--- config.mk ---
export PLATFORM = sky130hd
export DESIGN_NAME = sqrt_approx_seq
export DESIGN_NICKNAME = d
export VERILOG_FILES = /design/src/rtl/sqrt_approx_seq.sv
export SDC_FILE = /design/constraint.sdc
export NUM_CORES = 1
export LEC_CHECK = 0
export BUFFER_PORTS_ARGS = -buffer_cell sky130_fd_sc_hd__buf_2
export CAP_MARGIN = 20
export CORE_ASPECT_RATIO = 1.1
export CORE_MARGIN = 5
export CORE_UTILIZATION = 61
export CTS_CLUSTER_DIAMETER = 80
export DETAILED_ROUTE_END_ITERATION = 8
export PLACE_DENSITY_LB_ADDON = 0.15
export REMOVE_ABC_BUFFERS = 1
export SLEW_MARGIN = 10
export SYNTH_ARGS = -nofsm -noshare
export SYNTH_HDL_FRONTEND = slang
export SYNTH_SLANG_ARGS = --single-unit
--- constraint.sdc ---
create_clock -name Clk -period 5.5 [get_ports Clk]
set_input_delay 0.275 -clock Clk [delete_from_list [all_inputs] [get_ports Clk]]
set_output_delay 0.275 -clock Clk [all_outputs]
set_load 0.02 [all_outputs]
--- src/rtl/sqrt_approx_seq.sv ---
// sqrt_approx_seq: sequential sqrt(A^2+B^2) estimate via max(x, x - x/8 + y/2) on a shared abs/min/max unit
// Build option: define SQRT_APPROX_ROUND_EN to round the shifted terms to nearest instead of truncating.

// AbsMinMax_16bit: shared abs/min/max unit (00 pass a, 01 |b|, 10 min(a,b), 11 max(a,b), signed compares)
module AbsMinMax_16bit (
    input  logic [15:0] a,
    input  logic [15:0] b,
    input  logic [1:0]  op,
    output logic [15:0] y
);
    logic a_lt_b;
    assign a_lt_b = $signed(a) < $signed(b);
    // pure combinational op select
    always_comb begin
        y = op == 2'b00 ? a :
            op == 2'b01 ? (b[15] ? 16'(-b) : b) :
            op == 2'b10 ? (a_lt_b ? a : b) :
                          (a_lt_b ? b : a);
    end
endmodule

module sqrt_approx_seq (
    input  logic        Clk,
    input  logic        Rst,
    input  logic        Start,
    input  logic [15:0] A,
    input  logic [15:0] B,
    output logic        Busy,
    output logic        Done,
    output logic [16:0] Result
);
    typedef enum logic [2:0] {IDLE, ABSA, ABSB, MAX, MIN, COMB} state_t;

    state_t      state_q, state_d;
    logic [15:0] ar_q, ar_d, br_q, br_d, pa_q, pa_d, pb_q, pb_d, x_q, x_d, y_q, y_d;
    logic [16:0] result_q, result_d;
    logic        done_q, done_d;
    logic [15:0] u_a, u_b, u_y;
    logic [1:0]  u_op;
    logic [16:0] x_ext, y_ext, t;

    AbsMinMax_16bit u_amm (.a(u_a), .b(u_b), .op(u_op), .y(u_y));

    // operands are at most 32767, so all 17-bit combine math stays in range
    assign x_ext = {1'b0, x_q};
    assign y_ext = {1'b0, y_q};
`ifdef SQRT_APPROX_ROUND_EN
    assign t = x_ext - ((x_ext + 17'd4) >> 3) + ((y_ext + 17'd1) >> 1);
`else
    assign t = x_ext - (x_ext >> 3) + (y_ext >> 1);
`endif

    // sequencer: one unit operation per state, results land in the matching register
    always_comb begin
        state_d  = state_q;
        ar_d     = ar_q;
        br_d     = br_q;
        pa_d     = pa_q;
        pb_d     = pb_q;
        x_d      = x_q;
        y_d      = y_q;
        result_d = result_q;
        done_d   = 1'b0;
        u_a      = '0;
        u_b      = '0;
        u_op     = 2'b00;
        case (state_q)
            IDLE: if (Start) begin
                ar_d    = A == 16'h8000 ? 16'h8001 : A;
                br_d    = B == 16'h8000 ? 16'h8001 : B;
                state_d = ABSA;
            end
            ABSA: begin
                u_b     = ar_q;
                u_op    = 2'b01;
                pa_d    = u_y;
                state_d = ABSB;
            end
            ABSB: begin
                u_b     = br_q;
                u_op    = 2'b01;
                pb_d    = u_y;
                state_d = MAX;
            end
            MAX: begin
                u_a     = pa_q;
                u_b     = pb_q;
                u_op    = 2'b11;
                x_d     = u_y;
                state_d = MIN;
            end
            MIN: begin
                u_a     = pa_q;
                u_b     = pb_q;
                u_op    = 2'b10;
                y_d     = u_y;
                state_d = COMB;
            end
            COMB: begin
                result_d = t > x_ext ? t : x_ext;
                done_d   = 1'b1;
                state_d  = IDLE;
            end
            default: state_d = IDLE;
        endcase
    end

    // state and datapath registers with synchronous reset
    always_ff @(posedge Clk) begin
        if (Rst) begin
            state_q  <= IDLE;
            ar_q     <= '0;
            br_q     <= '0;
            pa_q     <= '0;
            pb_q     <= '0;
            x_q      <= '0;
            y_q      <= '0;
            result_q <= '0;
            done_q   <= 1'b0;
        end else begin
            state_q  <= state_d;
            ar_q     <= ar_d;
            br_q     <= br_d;
            pa_q     <= pa_d;
            pb_q     <= pb_d;
            x_q      <= x_d;
            y_q      <= y_d;
            result_q <= result_d;
            done_q   <= done_d;
        end
    end

    assign Busy   = state_q != IDLE;
    assign Done   = done_q;
    assign Result = result_q;
endmodule
==> impl_results.md, run 1 <==
* Routed vias at 6783
* Reg2reg setup slack at 0.55 ns
* Post-CTS setup buffers at 0
* Core Rows at 42
* Clock-pin slew on the worst setup and hold paths at 0.05 ns
* Die height at 127 um
* I/O pin cnt at 54
* Max clock buf depth at 2
* Crit path time final at 4.95 ns
* Crit-path max FO at 17
* Fin. Hold Viols at 0
* Final instance area at 8560 sq um
* Number of buffers created by CTS at 17
* Cell Pwr Density at 392 nW/um^2
* Antenna Nets Post-Route at 0
* Critical path required time at 5.83 ns
* Fin. max-slew vios at 0
* Final Setup Violations at 0
* Detailed Route Iter0 Violations at 452
* DP Wirelength at 13.7 mm
* CTS HTree Levels at 4
* Syn avg cell area at 8.03 sq um
* Synthesized flop and latch total at 116
* Vias in the first global route at 6511
* Syn-to-layout area delta at 12.1%
* Distinct cells, synth at 72
* Post-synth EDFFs at 0
* Antenna violations before repair at 0
* Detailed-route DRC error count at 0
* Post-CTS Hold Fix Bufs at 0
* Top_reg_cell synth: dfxtp_1
* Final Cycle Share at 89.9%
* WL final at 18.3 mm
* LEAKAGE at 3.43 nW
* Critical path endpoint category: register
* Slew margin rel. at 34.9%
* Routed len/inst at 16.0 um
* Clk_lat worst skew at 0.42 ns
* Post-cts resize count at 0
* TritonRoute pass-1 iters at 6
* GR Overflow Total at 0
* Routability cong. at 0.936
* CTS tree: done
* Max VDD drop at 0.000356 V
* Fraction of registers with async set/reset at 0%
* Synth top area cells: dfxtp_1, ha_1, nand2_1
* Antenna Cells at 0
* CTS Root Cell: clkbuf_16
* RSZ-0062 raised after global routing: false
* Gr usage total at 25.9%
* Syn Inst Count at 950
* Run status: completed
* Largest net degree at the start of global routing at 86
* Fmax at 202 MHz
* Setup CP Type: reg -> reg
* Drt via density at 5.92
* WP data arrival at 5.28 ns
* Final Skew at 0.00491 ns
* First-pass GRT wire length at 30.9 mm
* Synth Cell Area at 7630 sq um
* CORE AREA at 12100 sq um
* Synth top area share at 30.4%
* Share of layout cells above drive strength 1 at 12.8%
* Yosys warns at 0
* Clock Sink Count at 116
* Die area at 14800 sq um
* Worst Max-Slew Pin Slew at 0.976 ns
* Synth area leader: dfxtp_1
* Port Buffers at 53
* Nets@finish at 1078
* MaxCap Viol Count at 0
* Worst Hold Class: in -> reg
* Final setup TNS at 0 ns
* Crit path launch type: register
* Post-DP Area at 7960 sq um
* Die W at 117 um
* Sequential element share of the synthesized area at 30.4%
* Initial Utilization at 62.9%
## kinds of logic after synthesis
group,synth area share (%)
simple gates,21.3
flops,30.4
compound gates,22.2
buf+inv,7.05
mux,4.28
xor+xnor,3.03
fa+ha+maj,11.8
## where the power goes
| part | internal [mW] | switching, mW | total [mW] | leakage, nW |
|---|---|---|---|---|
| clock network | 0.735 | 0.361 | 1.10 | 0.291 |
| registers | 0.893 | 0.0480 | 0.941 | 0.943 |
| logic | 0.545 | 0.773 | 1.32 | 2.20 |
## state kept, by name, summed over array words and instances, names as in the netlist
| signal | cells |
|---|---|
| pa_q | 16 |
| x_q | 16 |
| Done | 1 |
| ar_q | 16 |
| br_q | 16 |
| y_q | 15 |
| Result | 17 |
| state_q | 3 |
| pb_q | 16 |
## Yosys cell counts, types with 5 or more instances
cell type,number
o221ai_1,5
o21a_1,6
or3_1,8
nand4_1,7
nor3_1,11
a21o_1,7
dfxtp_1,116
ha_1,51
nand3_1,16
buf_2,7
nand2_1,144
a31oi_1,9
clkbuf_1,48
inv_1,79
a21oi_1,86
o21ai_0,23
mux2i_1,27
a211oi_1,53
a311oi_1,5
xnor2_1,17
nor4_1,8
and3_1,5
or4bb_1,6
nor2b_1,6
nor2_1,78
or2_2,5
o221a_2,8
and2_1,19
fa_1,13
## area by class of cell
type	count	area [sq um]
Clock inverter	3	65.1
Fill cell	1010	3580
Clock buffer	28	527
Multi-Input combinational cell	697	4770
Timing Repair Buffer	68	380
Inverter	79	297
Tap cell	154	193
Sequential cell	116	2320
## worst max-delay path, stage by stage, from the launching register on
cell,delay (ns)
dfxtp_1,0.36
inv_1,0.09
fa_1,0.53
inv_1,0.04
ha_1,0.34
nor2b_1,0.17
o31ai_1,0.40
a21oi_1,0.12
a21oi_1,0.28
mux2i_1,0.23
o2111ai_1,0.18
ha_1,0.33
a21oi_1,0.16
a2bb2oi_1,0.17
a21oi_1,0.08
nor4_1,0.23
a21o_1,0.20
nand3_2,0.42
mux2i_1,0.25
a211oi_1,0.26
## metal layers
| metal | vias up | GRT usage [%] | share of wire, % | wire length [um] |
|---|---|---|---|---|
| met1 | 3144 | 31.6 | 44 | 8020 |
| met5 | - | 0 | 0 | 0 |
| met4 | 0 | 11.0 | 2.9 | 536 |
| met2 | 164 | 44.5 | 49 | 9020 |
| li1 | 3431 | - | - | - |
| met3 | 44 | 4.59 | 4.0 | 727 |
## path summary, 6_finish.rpt
check	cells after the start	start	end
setup / recovery	19	x_q[2]	Result[2]
hold / removal	3	A[10]	ar_q[10]
setup reg to reg	19	x_q[2]	Result[2]
hold reg to reg	2	ar_q[12]	ar_q[12]
## per-stage QoR
stage               setup slack, ns  hold WS, ns  instances  power, mW  util [%]
finish                        0.555        0.103       1145       3.35      70.5
global route                  0.177       0.0899       1145       3.58      70.5
CTS                           0.562       0.0886       1145       3.37      70.5
detailed placement            0.633        0.445       1114       2.27      65.6
global placement              0.777        0.437       1114       2.25      65.6
floorplan                     0.709        0.344        892       1.94         -
## cells in the final DEF (no fill, tap or decap), drive strengths merged, types with 9 or more instances in the layout
cell type / instances
nand2: 144
dfxtp: 116
a21oi: 86
inv: 79
nor2: 78
buf: 68
a211oi: 57
ha: 51
mux2i: 28
clkbuf: 28
o21ai: 25
and2: 19
xnor2: 18
nand3: 17
fa: 13
nor3: 11
a31oi: 9
(Power assumes the default switching activity.)
==> run 2: changes to the inputs <==
- ABC_AREA: not set -> 1
- CORE_UTILIZATION: 61 -> 62
- MAX_ROUTING_LAYER: not set -> met4
==> run 2 against run 1 <==
  * Clock power shrank 6%
  * Via count grew 9.9%
  * Die area grew 1.2%
  * Power grew 3.2%
  * Clock-buffer cell count shrank 7
  * First-iteration DRC count grew 5.1%
  * Critical path type unchanged
  * Clock skew grew 0.0019 ns
  * Sequential share of layout area shrank 0.48 points
==> impl_results.md, run 2 <==
* Antenna violations before repair at 0 (unchanged)
* Hold WS at 0.0985 ns (-0.00429 ns)
* Vias in the first global route at 6967 (+7.0%)
* Yosys warns at 0 (unchanged)
* Clock Sink Count at 116 (unchanged)
* Cell Pwr Density at 398 nW/um^2 (+1.4%)
* Setup WS pre-CTS at 0.900 ns (+0.267 ns)
* TritonRoute pass-1 iters at 5 (-1)
* WP data arrival at 4.88 ns (-0.40 ns)
* Final Cycle Share at 83.9% (-6.0 points)
* CTS HTree Levels at 4 (unchanged)
* MaxCap Viol Count at 0 (unchanged)
* Synth area leader: dfxtp_1
* Worst Hold Class: in -> reg
* Initial Utilization at 62.7% (-0.17 points)
* Synth Cell Area at 7860 sq um (+3.0%)
* Sequential element share of the synthesized area at 29.5% (-0.88 points)
* Worst hold path cell count at 3 (unchanged)
* DP Wirelength at 13.7 mm (about the same)
* Final Skew at 0.00681 ns (+0.00191 ns)
* Largest net degree at the start of global routing at 64 (-26%)
* Final worst slack at 0.885 ns (+0.331 ns)
* Crit-path max FO at 14 (-3)
* Final Setup Violations at 0 (unchanged)
* Critical path required time at 5.77 ns (-0.06 ns)
* WL final at 19.0 mm (+3.7%)
* Leading cell type in the layout, fill and taps excluded: nand2_1
* Crit path time final at 4.61 ns (-0.331 ns)
* Worst R2R End: Result[0]
* Critical path endpoint category: register
* Setup CP Type: reg -> reg
* Synthesized flop and latch total at 116 (unchanged)
* Routed len/inst at 14.1 um (-12%)
* Post-cts resize count at 0 (unchanged)
* CTS tree: done
* Detailed-route DRC error count at 0 (unchanged)
* Antenna Nets Post-Route at 0 (unchanged)
* CTS Root Cell: clkbuf_16
* Syn-to-layout area delta at 10.8%
* Most frequent cells in the layout: nand2_1, inv_1, dfxtp_1
* Post-CTS setup buffers at 0 (unchanged)
* R2R cell count at 27 (+8)
* Worst Max-Slew Pin Slew at 0.890 ns (-0.0863 ns)
* Antenna Cells at 0 (unchanged)
* Syn Inst Count at 1151 (+21%)
* Post-CTS Hold Fix Bufs at 0 (unchanged)
* Run status: completed
* Top cells by count, synth: nand2_1, inv_1, dfxtp_1
* LEAKAGE at 4.26 nW (+24%)
* Hold Path Origin: A[14]
* Max incr delay on CP at 0.54 ns (about the same)
* Hold path endpoint: ar_q[14]
* Fraction of registers with async set/reset at 0% (unchanged)
* Launching point of the worst reg2reg path: x_q[5]
* CORE AREA at 12500 sq um (+3.3%)
* Max VDD drop at 0.000233 V (-35%)
* Die area at 15000 sq um (+1.2%)
* Fin. max-slew vios at 0 (unchanged)
* Max clock buf depth at 2 (unchanged)
* Dpl cells at 1318 (+18%)
* I/O pin cnt at 54 (unchanged)
* Reg2reg setup slack at 0.89 ns (+0.33 ns)
* GR Overflow Total at 0 (unchanged)
* Util after Layout at 69.4% (-1.0 points)
* Share of layout cells above drive strength 1 at 11.3% (-1.5 points)
* Final setup TNS at 0 ns (unchanged)
* Crit-path slowest cell: fa_1
* Post-DP Area at 8150 sq um (+2.4%)
* Final Instance Count excl. Fillers at 1349 (+18%)
* Synth top area cells: dfxtp_1, nand2_1, inv_1
* Port Buffers at 53 (unchanged)
* Die W at 117 um (+0.60%)
* Number of buffers created by CTS at 17 (unchanged)
* RSZ-0062 raised after global routing: false
* Top_reg_cell synth: dfxtp_1
* Slew margin rel. at 40.6% (+5.7 points)
* Distinct cells, synth at 49 (-32%)
* First-pass GRT wire length at 32.7 mm (+5.9%)
* Tot Pwr at 3.46 mW (+3.2%)
* Most frequent cell after synthesis: nand2_1
* Routability cong. at 0.901 (-3.7%)
* Nets@finish at 1279 (+19%)
* Drt via density at 5.53 (-6.7%)
* Max FFs per register at 17 (unchanged)
* Synth top area share at 29.5% (-0.88 points)
* Post-synth EDFFs at 0 (unchanged)
* Routed vias at 7455 (+9.9%)
* Crit path launch type: register
* Clk_lat worst skew at 0.42 ns (about the same)
* Worst path most repeated cell: nand2_1
* Core Rows at 43 (+2.4%)
* Clock-pin slew on the worst setup and hold paths at 0.05 ns (about the same)
* Detailed Route Iter0 Violations at 475 (+5.1%)
* Die height at 128 um (+0.61%)
* Final instance area at 8710 sq um (+1.8%)
* Gr usage total at 26.8% (+0.93 points)
* Fmax at 217 MHz (+7.2%)
* Fin. Hold Viols at 0 (unchanged)
* Syn avg cell area at 6.83 sq um (-15%)
## run 2: cell families (layout without fill, tap and decap cells)
| family | count (synthesis) | after routing | share of synthesized area (%) |
|---|---|---|---|
| adders and majority gates | 64 | 64 | 11.4 |
| and+or+nand+nor | 492 | 492 | 28.6 |
| AOI/OAI and AO/OA | 221 | 221 | 16.2 |
| xor gates and xnor gates | 17 | 17 | 1.89 |
| DFF | 116 | 116 | 29.5 |
| buffers and inverters | 241 | 282 | 12.3 |
## run 2: how the worst max path moves through the flow
stage	start	to	slack, ns	cells past startpoint
2_1_floorplan	state_q[0]	x_q[11]	1.04	18
3_3_place_gp	x_q[1]	Result[0]	1.01	25
3_5_place_dp	x_q[5]	Result[0]	0.90	27
4_1_cts	x_q[5]	Result[0]	0.88	27
5_1_grt	x_q[5]	Result[2]	0.34	26
6_report	x_q[5]	Result[0]	0.89	27
## run 2: layout make-up
class	instances	area [sq um]
clock inverters	10	82.6
fillers	1158	3830
well taps	157	196
repair buffers	65	355
clock buffers	21	470
inverters	186	703
flip-flops and latches	116	2320
multi-input cells	794	4580
## run 2: layer usage
metal  global-route usage (%)  part of all wire [%]
met5                        -                     0
met4                     11.8                   2.4
met3                     4.32                   4.7
met2                     45.3                    49
met1                     31.7                    43
## run 2: critical path: cells and delay by family (launching register included)
| family | cells | cell delay, ns |
|---|---|---|
| xor+xnor | 1 | 0.20 |
| flops | 1 | 0.35 |
| simple gates | 11 | 1.11 |
| fa+ha+maj | 3 | 1.18 |
| compound gates | 8 | 1.00 |
| buf+inv | 4 | 0.60 |
## run 2: where the power goes
group	internal, mW	leakage, nW	switching (mW)
clock network	0.647	0.270	0.383
logic	0.514	3.04	0.960
registers	0.913	0.947	0.0432
